**config.mk**
```make
export PLATFORM = sky130hd
export DESIGN_NAME = alu_muldiv_seq
export DESIGN_NICKNAME = d
export VERILOG_FILES = /design/src/rtl/alu_muldiv_seq.sv
export SDC_FILE = /design/constraint.sdc
export NUM_CORES = 1
export LEC_CHECK = 0
export CORE_MARGIN = 2
export CORE_UTILIZATION = 43
export DETAILED_ROUTE_END_ITERATION = 6
export PLACE_DENSITY_LB_ADDON = 0.05
export SYNTH_ARGS = -nofsm -noshare
export SYNTH_HDL_FRONTEND = slang
export SYNTH_SLANG_ARGS = --single-unit
```
**constraint.sdc**
```tcl
create_clock -name clk -period 1.65 [get_ports clk]
set_input_delay 0.2475 -clock clk [delete_from_list [all_inputs] [get_ports clk]]
set_output_delay 0.2475 -clock clk [all_outputs]
set_load 0.05 [all_outputs]
```
**src/rtl/alu_muldiv_seq.sv**
```systemverilog
// alu_muldiv_seq
//   Multi-cycle sequencer running 32-bit unsigned MUL / DIVU / REMU on the
//   core's shared single-cycle ALU, one ALU operation per clock.
//   Optional build macro: MULDIV_DIV_EN builds the restoring-divide datapath.
//   When it is undefined, ops 01/10 behave like the reserved op 11.
//
// Ports
//   clk, rst_n             clock (rising edge), async active-low reset
//   req_valid/req_ready    request handshake (ready only in IDLE)
//   req_op                 00=MUL, 01=DIVU, 10=REMU, 11=reserved
//   req_a, req_b           multiplicand/dividend, multiplier/divisor
//   rsp_valid/rsp_ready    response handshake (valid only in DONE)
//   rsp_data               result, held stable while in DONE
//   busy                   high in RUN or DONE
//   alu_sel/op0/op1        drive the shared ALU (ADD=0000, SUB=0001)
//   alu_result             combinational ALU result fed back in
module alu_muldiv_seq #(
  parameter int DATA_W = 32,
  parameter int ITERS  = 32
) (
  input  logic              clk,
  input  logic              rst_n,
  input  logic              req_valid,
  output logic              req_ready,
  input  logic [1:0]        req_op,
  input  logic [DATA_W-1:0] req_a,
  input  logic [DATA_W-1:0] req_b,
  output logic              rsp_valid,
  input  logic              rsp_ready,
  output logic [DATA_W-1:0] rsp_data,
  output logic              busy,
  output logic [3:0]        alu_sel,
  output logic [DATA_W-1:0] alu_op0,
  output logic [DATA_W-1:0] alu_op1,
  input  logic [DATA_W-1:0] alu_result
);

  localparam logic [1:0] OP_MUL  = 2'b00;
`ifdef MULDIV_DIV_EN
  localparam logic [1:0] OP_DIVU = 2'b01;
  localparam logic [1:0] OP_REMU = 2'b10;
  localparam logic [3:0] ALU_SUB = 4'b0001;
`endif
  localparam logic [3:0] ALU_ADD = 4'b0000;
  localparam int         CNT_W   = $clog2(ITERS);
  localparam logic [CNT_W-1:0] CNT_LAST = CNT_W'(ITERS - 1);

  typedef enum logic [1:0] {
    S_IDLE,
    S_RUN,
    S_DONE
  } state_e;

  state_e            state_q, state_d;
  logic [1:0]        op_q, op_d;
  logic [CNT_W-1:0]  cnt_q, cnt_d;
  logic [DATA_W-1:0] acc_q, acc_d;
  logic [DATA_W-1:0] mcand_q, mcand_d;   // multiplicand, or divisor for DIV/REM
  logic [DATA_W-1:0] mplier_q, mplier_d;
  logic [DATA_W-1:0] rsp_data_q, rsp_data_d;
  logic [DATA_W-1:0] result;
`ifdef MULDIV_DIV_EN
  logic [DATA_W-1:0] rem_q, rem_d;
  logic [DATA_W-1:0] quot_q, quot_d;     // starts as the dividend, shifts into quotient
  logic [DATA_W:0]   r33;
  logic              div_ge;
`endif

  always_comb begin
    state_d    = state_q;
    op_d       = op_q;
    cnt_d      = cnt_q;
    acc_d      = acc_q;
    mcand_d    = mcand_q;
    mplier_d   = mplier_q;
    rsp_data_d = rsp_data_q;
    result     = acc_q;
    alu_sel    = ALU_ADD;
    alu_op0    = '0;
    alu_op1    = '0;
`ifdef MULDIV_DIV_EN
    rem_d      = rem_q;
    quot_d     = quot_q;
    r33        = {rem_q, quot_q[DATA_W-1]};
    div_ge     = (r33 >= {1'b0, mcand_q});
`endif

    case (state_q)
      S_IDLE: begin
        if (req_valid) begin
          op_d       = req_op;
          cnt_d      = '0;
          acc_d      = '0;
          mcand_d    = req_a;
          mplier_d   = req_b;
          rsp_data_d = '0;
`ifdef MULDIV_DIV_EN
          rem_d  = '0;
          quot_d = req_a;
          if (req_op != OP_MUL) mcand_d = req_b;
          state_d = (req_op == OP_MUL || req_op == OP_DIVU || req_op == OP_REMU)
                    ? S_RUN : S_DONE;
`else
          state_d = (req_op == OP_MUL) ? S_RUN : S_DONE;
`endif
        end
      end

      S_RUN: begin
        cnt_d = cnt_q + 1'b1;
        if (op_q == OP_MUL) begin
          // Shift-and-add: acc accumulates mcand whenever the current
          // multiplier LSB is set.
          alu_sel  = ALU_ADD;
          alu_op0  = acc_q;
          alu_op1  = mcand_q;
          if (mplier_q[0]) acc_d = alu_result;
          mcand_d  = mcand_q << 1;
          mplier_d = mplier_q >> 1;
          result   = acc_d;
        end
`ifdef MULDIV_DIV_EN
        else begin
          // Restoring divide: the 33-bit partial remainder is compared
          // internally, the ALU only forms the 32-bit difference.
          alu_sel = ALU_SUB;
          alu_op0 = r33[DATA_W-1:0];
          alu_op1 = mcand_q;
          rem_d   = div_ge ? alu_result : r33[DATA_W-1:0];
          quot_d  = {quot_q[DATA_W-2:0], div_ge};
          result  = (op_q == OP_DIVU) ? quot_d : rem_d;
        end
`endif
        if (cnt_q == CNT_LAST) begin
          state_d    = S_DONE;
          rsp_data_d = result;
        end
      end

      S_DONE: begin
        if (rsp_ready) state_d = S_IDLE;
      end

      default: state_d = S_IDLE;
    endcase
  end

  always_ff @(posedge clk or negedge rst_n) begin
    if (!rst_n) begin
      state_q    <= S_IDLE;
      op_q       <= '0;
      cnt_q      <= '0;
      acc_q      <= '0;
      mcand_q    <= '0;
      mplier_q   <= '0;
      rsp_data_q <= '0;
`ifdef MULDIV_DIV_EN
      rem_q      <= '0;
      quot_q     <= '0;
`endif
    end else begin
      state_q    <= state_d;
      op_q       <= op_d;
      cnt_q      <= cnt_d;
      acc_q      <= acc_d;
      mcand_q    <= mcand_d;
      mplier_q   <= mplier_d;
      rsp_data_q <= rsp_data_d;
`ifdef MULDIV_DIV_EN
      rem_q      <= rem_d;
      quot_q     <= quot_d;
`endif
    end
  end

  assign req_ready = (state_q == S_IDLE);
  assign rsp_valid = (state_q == S_DONE);
  assign busy      = (state_q != S_IDLE);
  assign rsp_data  = rsp_data_q;

endmodule

```
### Word level (Yosys, flattened, before mapping)

Index checks and enable logic that the tools add are counted.

* flip-flop bits (word level): 137
* bits of input ports: 102
* output and inout bits: 103

* add/subtract/negate cells: 1
* eq/ne operators: 7
* mux-type cells: 23
* reductions and logical operators: 10

Operator list (number)
* $mux W32: 12
* $pmux W32 S2: 4
* $pmux W5 S2: 1
* $reduce_and A3 Y1: 3
* $mux W2: 4
* $logic_not A2 Y1: 3
* $ne A2 B2 Y1 const B: 3
* $pmux W2 S3: 1
* $add A5 B1 Y5 const B: 1
* $eq A5 B5 Y1 const B: 1
* $mux W5: 1
* $reduce_and A2 Y1: 2
* $reduce_bool A2 Y1: 2
* $eq A2 B1 Y1 const B: 1
* $eq A2 B2 Y1 const B: 1
* $ne A2 B1 Y1 const B: 1

### Depth between registers and ports, before layout

* word-level depth: 4
* depth in mapped cells: 8
* mapped depth without buffers: 6

### Worst setup path before layout

Ideal clock, no wire load.

* kind: reg2out
* start point: register state_q[1]
* end point: output busy
* arrival: 1736 ps
* required time: 1402 ps
* path slack: -334 ps
* cell stages (with the launch flop): 4
* buffers on the path: 1
* path through: dfrtp_1 -> buf_2 -> nor2_1 -> inv_1

* longest elaborated chain between the ends: 1

Ends and longest elaborated chain
* from (decl): RTL line 54 `state_e state_q, state_d;`
* from (signal assigned): RTL line 162 `state_q <= state_d;`
* $reduce_bool A2 Y1: RTL line 178 `assign busy = (state_q != S_IDLE);`
* to (decl): RTL line 31 `output logic busy,`

Every way passes these cells.

### Final worst setup path

* start point: register op_q[0]
* end point: output alu_op0[16]

* longest elaborated chain between the ends: 3

Ends and longest elaborated chain
* from (decl): RTL line 55 `logic [1:0] op_q, op_d;`
* from (signal assigned): RTL line 163 `op_q <= op_d;`
* $logic_not A2 Y1: RTL line 111 `if (op_q == OP_MUL) begin`
* $mux W32: RTL line 111
* $mux W32: RTL line 88 `case (state_q)`
* to (decl): RTL line 33 `output logic [DATA_W-1:0] alu_op0,`

Every way passes these cells.

==> flow_summary.toml <==
[logic_synthesis]
ys_seq_area_frac = 0.509
async_flop_share = 1.00
synthDistinctLibCells = 34
synth-edff-count = 0
synth_flop_cell = "dfrtp_1"
yosys_warnings = 0
syn_avg_cell_area_sq_um = 10.2
synth_cells = 659
synth_area_sq_um = 6730
ys_ff_latch = 137

[sta]
setup_viol = 159
fmax_ghz = 0.479
hold_violations = 0
rsz0062_at_grt = "true"
min_period_over_period = 1.26
fin_crit_ps = 2090
hold_ws_ps = 284
fin_ws_ps = -436
maxSlewViolCount = 0
clock_skew_ps = 7.36

[worst_setup_path]
cp-start-kind = "flip-flop"
crit_type = "reg -> out"
end_kind = "output port"
crit_buf_inv = 3
cp_cell_sequence = "nor4b_4 > buf_6 > buf_12 > and2_2 > buf_12"
crit_required_ps = 1400
cpMostUsedCell = "buf_12"
critPathMaxFanout = 24
path_delay_family = "simple AND/OR/NAND/NOR gates"
crit_path_max_incr_delay_ps = 410
cp.arrival_ps = 1840
crit_slowest_cell = "dfrtp_1"

[grt]
grt_max_degree = 66
antenna_found_initial = 0
grt_pass1_vias = 6062
grt_pass1_wl_um = 32300
gr-usage-all-layers = 0.250
grt_overflow = 0

[routing]
routed_wl_um = 20600
first_pass_iters = 5
vias = 5960
ant_nets = 0
drcViolationCount = 0
drtIter0Drc = 382
vias_per_cell = 5.39
wl_per_cell_um = 18.6

[die]
start_util = 0.441
io_pins = 205
fp.dieW_um = 129
die_h_um = 129
die_area_sq_um = 16700
rows = 45
coreArea_sq_um = 15300

[place]
place_area_sq_um = 9870
port-buffer-count = 200
place_congestion = 0.788
dpl.hpwl_um = 12300
dp.cells = 1046

[cells_and_area]
layout.cells.non_filler = 1105
area_delta_synth_final_pct = 68.6
nets = 985
n_antenna_cell = 0
drive_above_1_share = 0.345
seq_area_sq_um = 3430
fin_area_sq_um = 11300
nFillCells = 1036
multi_input_area_sq_um = 3490

[cts]
cts_made_buffers = 17
cts_tree = "done"
clk_path_buf_depth = 2
clock-sinks = 137
htreeDepth = 4
clkTransAtPathRegs_ps = 60
insertion_delay_ps = 420
cts-root-buf = "clkbuf_16"

[pwr]
swShare = 0.367
power_frac_comb = 0.446
pwr-share-seq = 0.314
p_per_area_nw_per_um2 = 1450
vdd_drop_max_mv = 0.930
leakage_nw = 4.80
power.switching_mw = 6.03
p_clk_frac = 0.240
p_int_mw = 10.4

[run_status]
status = "finished, violations left"
violations = "negative setup slack"

[worst_hold_path]
hp-class = "in -> async"

[run]
cap_violations = 0
==> metal layers <==
metal | global-route usage | up-vias | share of wire
li1 | - | 2765 | -
met1 | 0.321 | 2939 | 0.42
met2 | 0.410 | 230 | 0.49
met3 | 0.0665 | 26 | 0.068
met4 | 0.0908 | 0 | 0.017
met5 | 0 | - | 0
==> timing repair <==
item                                   4_1_cts  5_1_grt
gates resized for setup                     46       35
pin swaps                                   29       13
buffers inserted                            10        5
hold buffers                                 1        0
setup endpoints to repair                  161      164
cloned                                      11        0
endpoints found under the hold margin       31        0
==> stage by stage <==
stage          utilization  total power, mW  setup WS, ps  setup TNS, ps
2_1_floorplan            -             8.97         -50.1           -631
3_3_place_gp         0.647             11.1         -93.0          -5500
3_5_place_dp         0.647             11.3          -149         -11070
4_1_cts              0.721             16.1          -438         -44300
5_1_grt              0.744             17.3          -505         -58420
6_report             0.744             16.4          -436         -49000
==> sequential cells by signal (all words and copies together) (netlist names) <==
name      count
rsp_data     32
state_q       2
mcand_q      32
mplier_q     32
cnt_q         5
op_q          2
acc_q        32
==> power by group through the flow <==
| stage | logic, mW | registers [mW] | clock network [mW] |
|---|---|---|---|
| global route | 7.86 | 5.29 | 4.10 |
| detailed placement | 6.19 | 5.15 | 0 |
| finish | 7.32 | 5.16 | 3.93 |
| floorplan | 4.01 | 4.96 | 0 |
| CTS | 7.01 | 5.14 | 3.97 |
| global placement | 6.02 | 5.10 | 0 |
==> synth_stat cells (all sizes together), types with 2 or more instances <==
cell	count	area (sq um)
a21o	2	15.0
a22o	34	298
a31oi	62	388
and2	64	400
buf	50	287
clkbuf	15	56.3
dfrtp	137	3430
ha	2	25.0
inv	3	11.3
mux2	2	22.5
mux2i	34	340
nand2	132	495
nand2b	2	12.5
nor2	6	22.5
nor2b	2	12.5
nor3	63	315
nor3b	2	26.3
o21ai	5	25.0
o2bb2ai	33	477
==> cells in the final DEF, fill, tap and decap left out, types with 2 or more instances in the layout <==
cell / instances
dfrtp_1: 137
nand2_1: 131
clkdlybuf4s50_1: 100
buf_12: 82
nor3_1: 63
a31oi_1: 60
buf_4: 59
and2_4: 44
a22o_1: 34
mux2i_1: 34
o2bb2ai_4: 24
and2_2: 20
clkbuf_16: 17
buf_16: 10
buf_6: 9
o2bb2ai_2: 8
clkbuf_1: 5
nor2_1: 4
o21ai_0: 4
conb_1: 4
clkbuf_8: 3
bufinv_16: 3
buf_8: 3
inv_2: 2
nor2b_4: 2
a31oi_2: 2
mux2_2: 2
clkinv_2: 2
clkinvlp_4: 2
==> kinds of logic after synthesis <==
kind of cell,synth area share
simple gates,0.198
flops,0.509
fa+ha+maj,0.00372
other cells,0.000557
mux,0.0539
buf+inv,0.0526
compound gates,0.181
==> layout make-up <==
class	count	share of cell area
Timing Repair Buffer	265	0.313
Clock inverter	7	0.0101
Tap cell	211	0.0233
Clock buffer	25	0.0428
Inverter	3	0.000993
Sequential cell	137	0.302
Multi-Input combinational cell	457	0.308
==> final timing paths <==
| kind | startpoint | to | slack (ps) | cells past startpoint |
|---|---|---|---|---|
| setup / recovery | op_q[0] | alu_op0[16] | -440 | 5 |
| hold / removal | rst_n | acc_q[26] | 280 | 2 |
| setup reg to reg | op_q[0] | mcand_q[1] | -350 | 9 |
| hold reg to reg | rsp_data[4] | rsp_data[4] | 500 | 1 |
| max in group asynchronous | rst_n | acc_q[22] | 690 | 3 |
| min in group clk | req_b[24] | mplier_q[24] | 390 | 3 |
(Power assumes the default switching activity.)
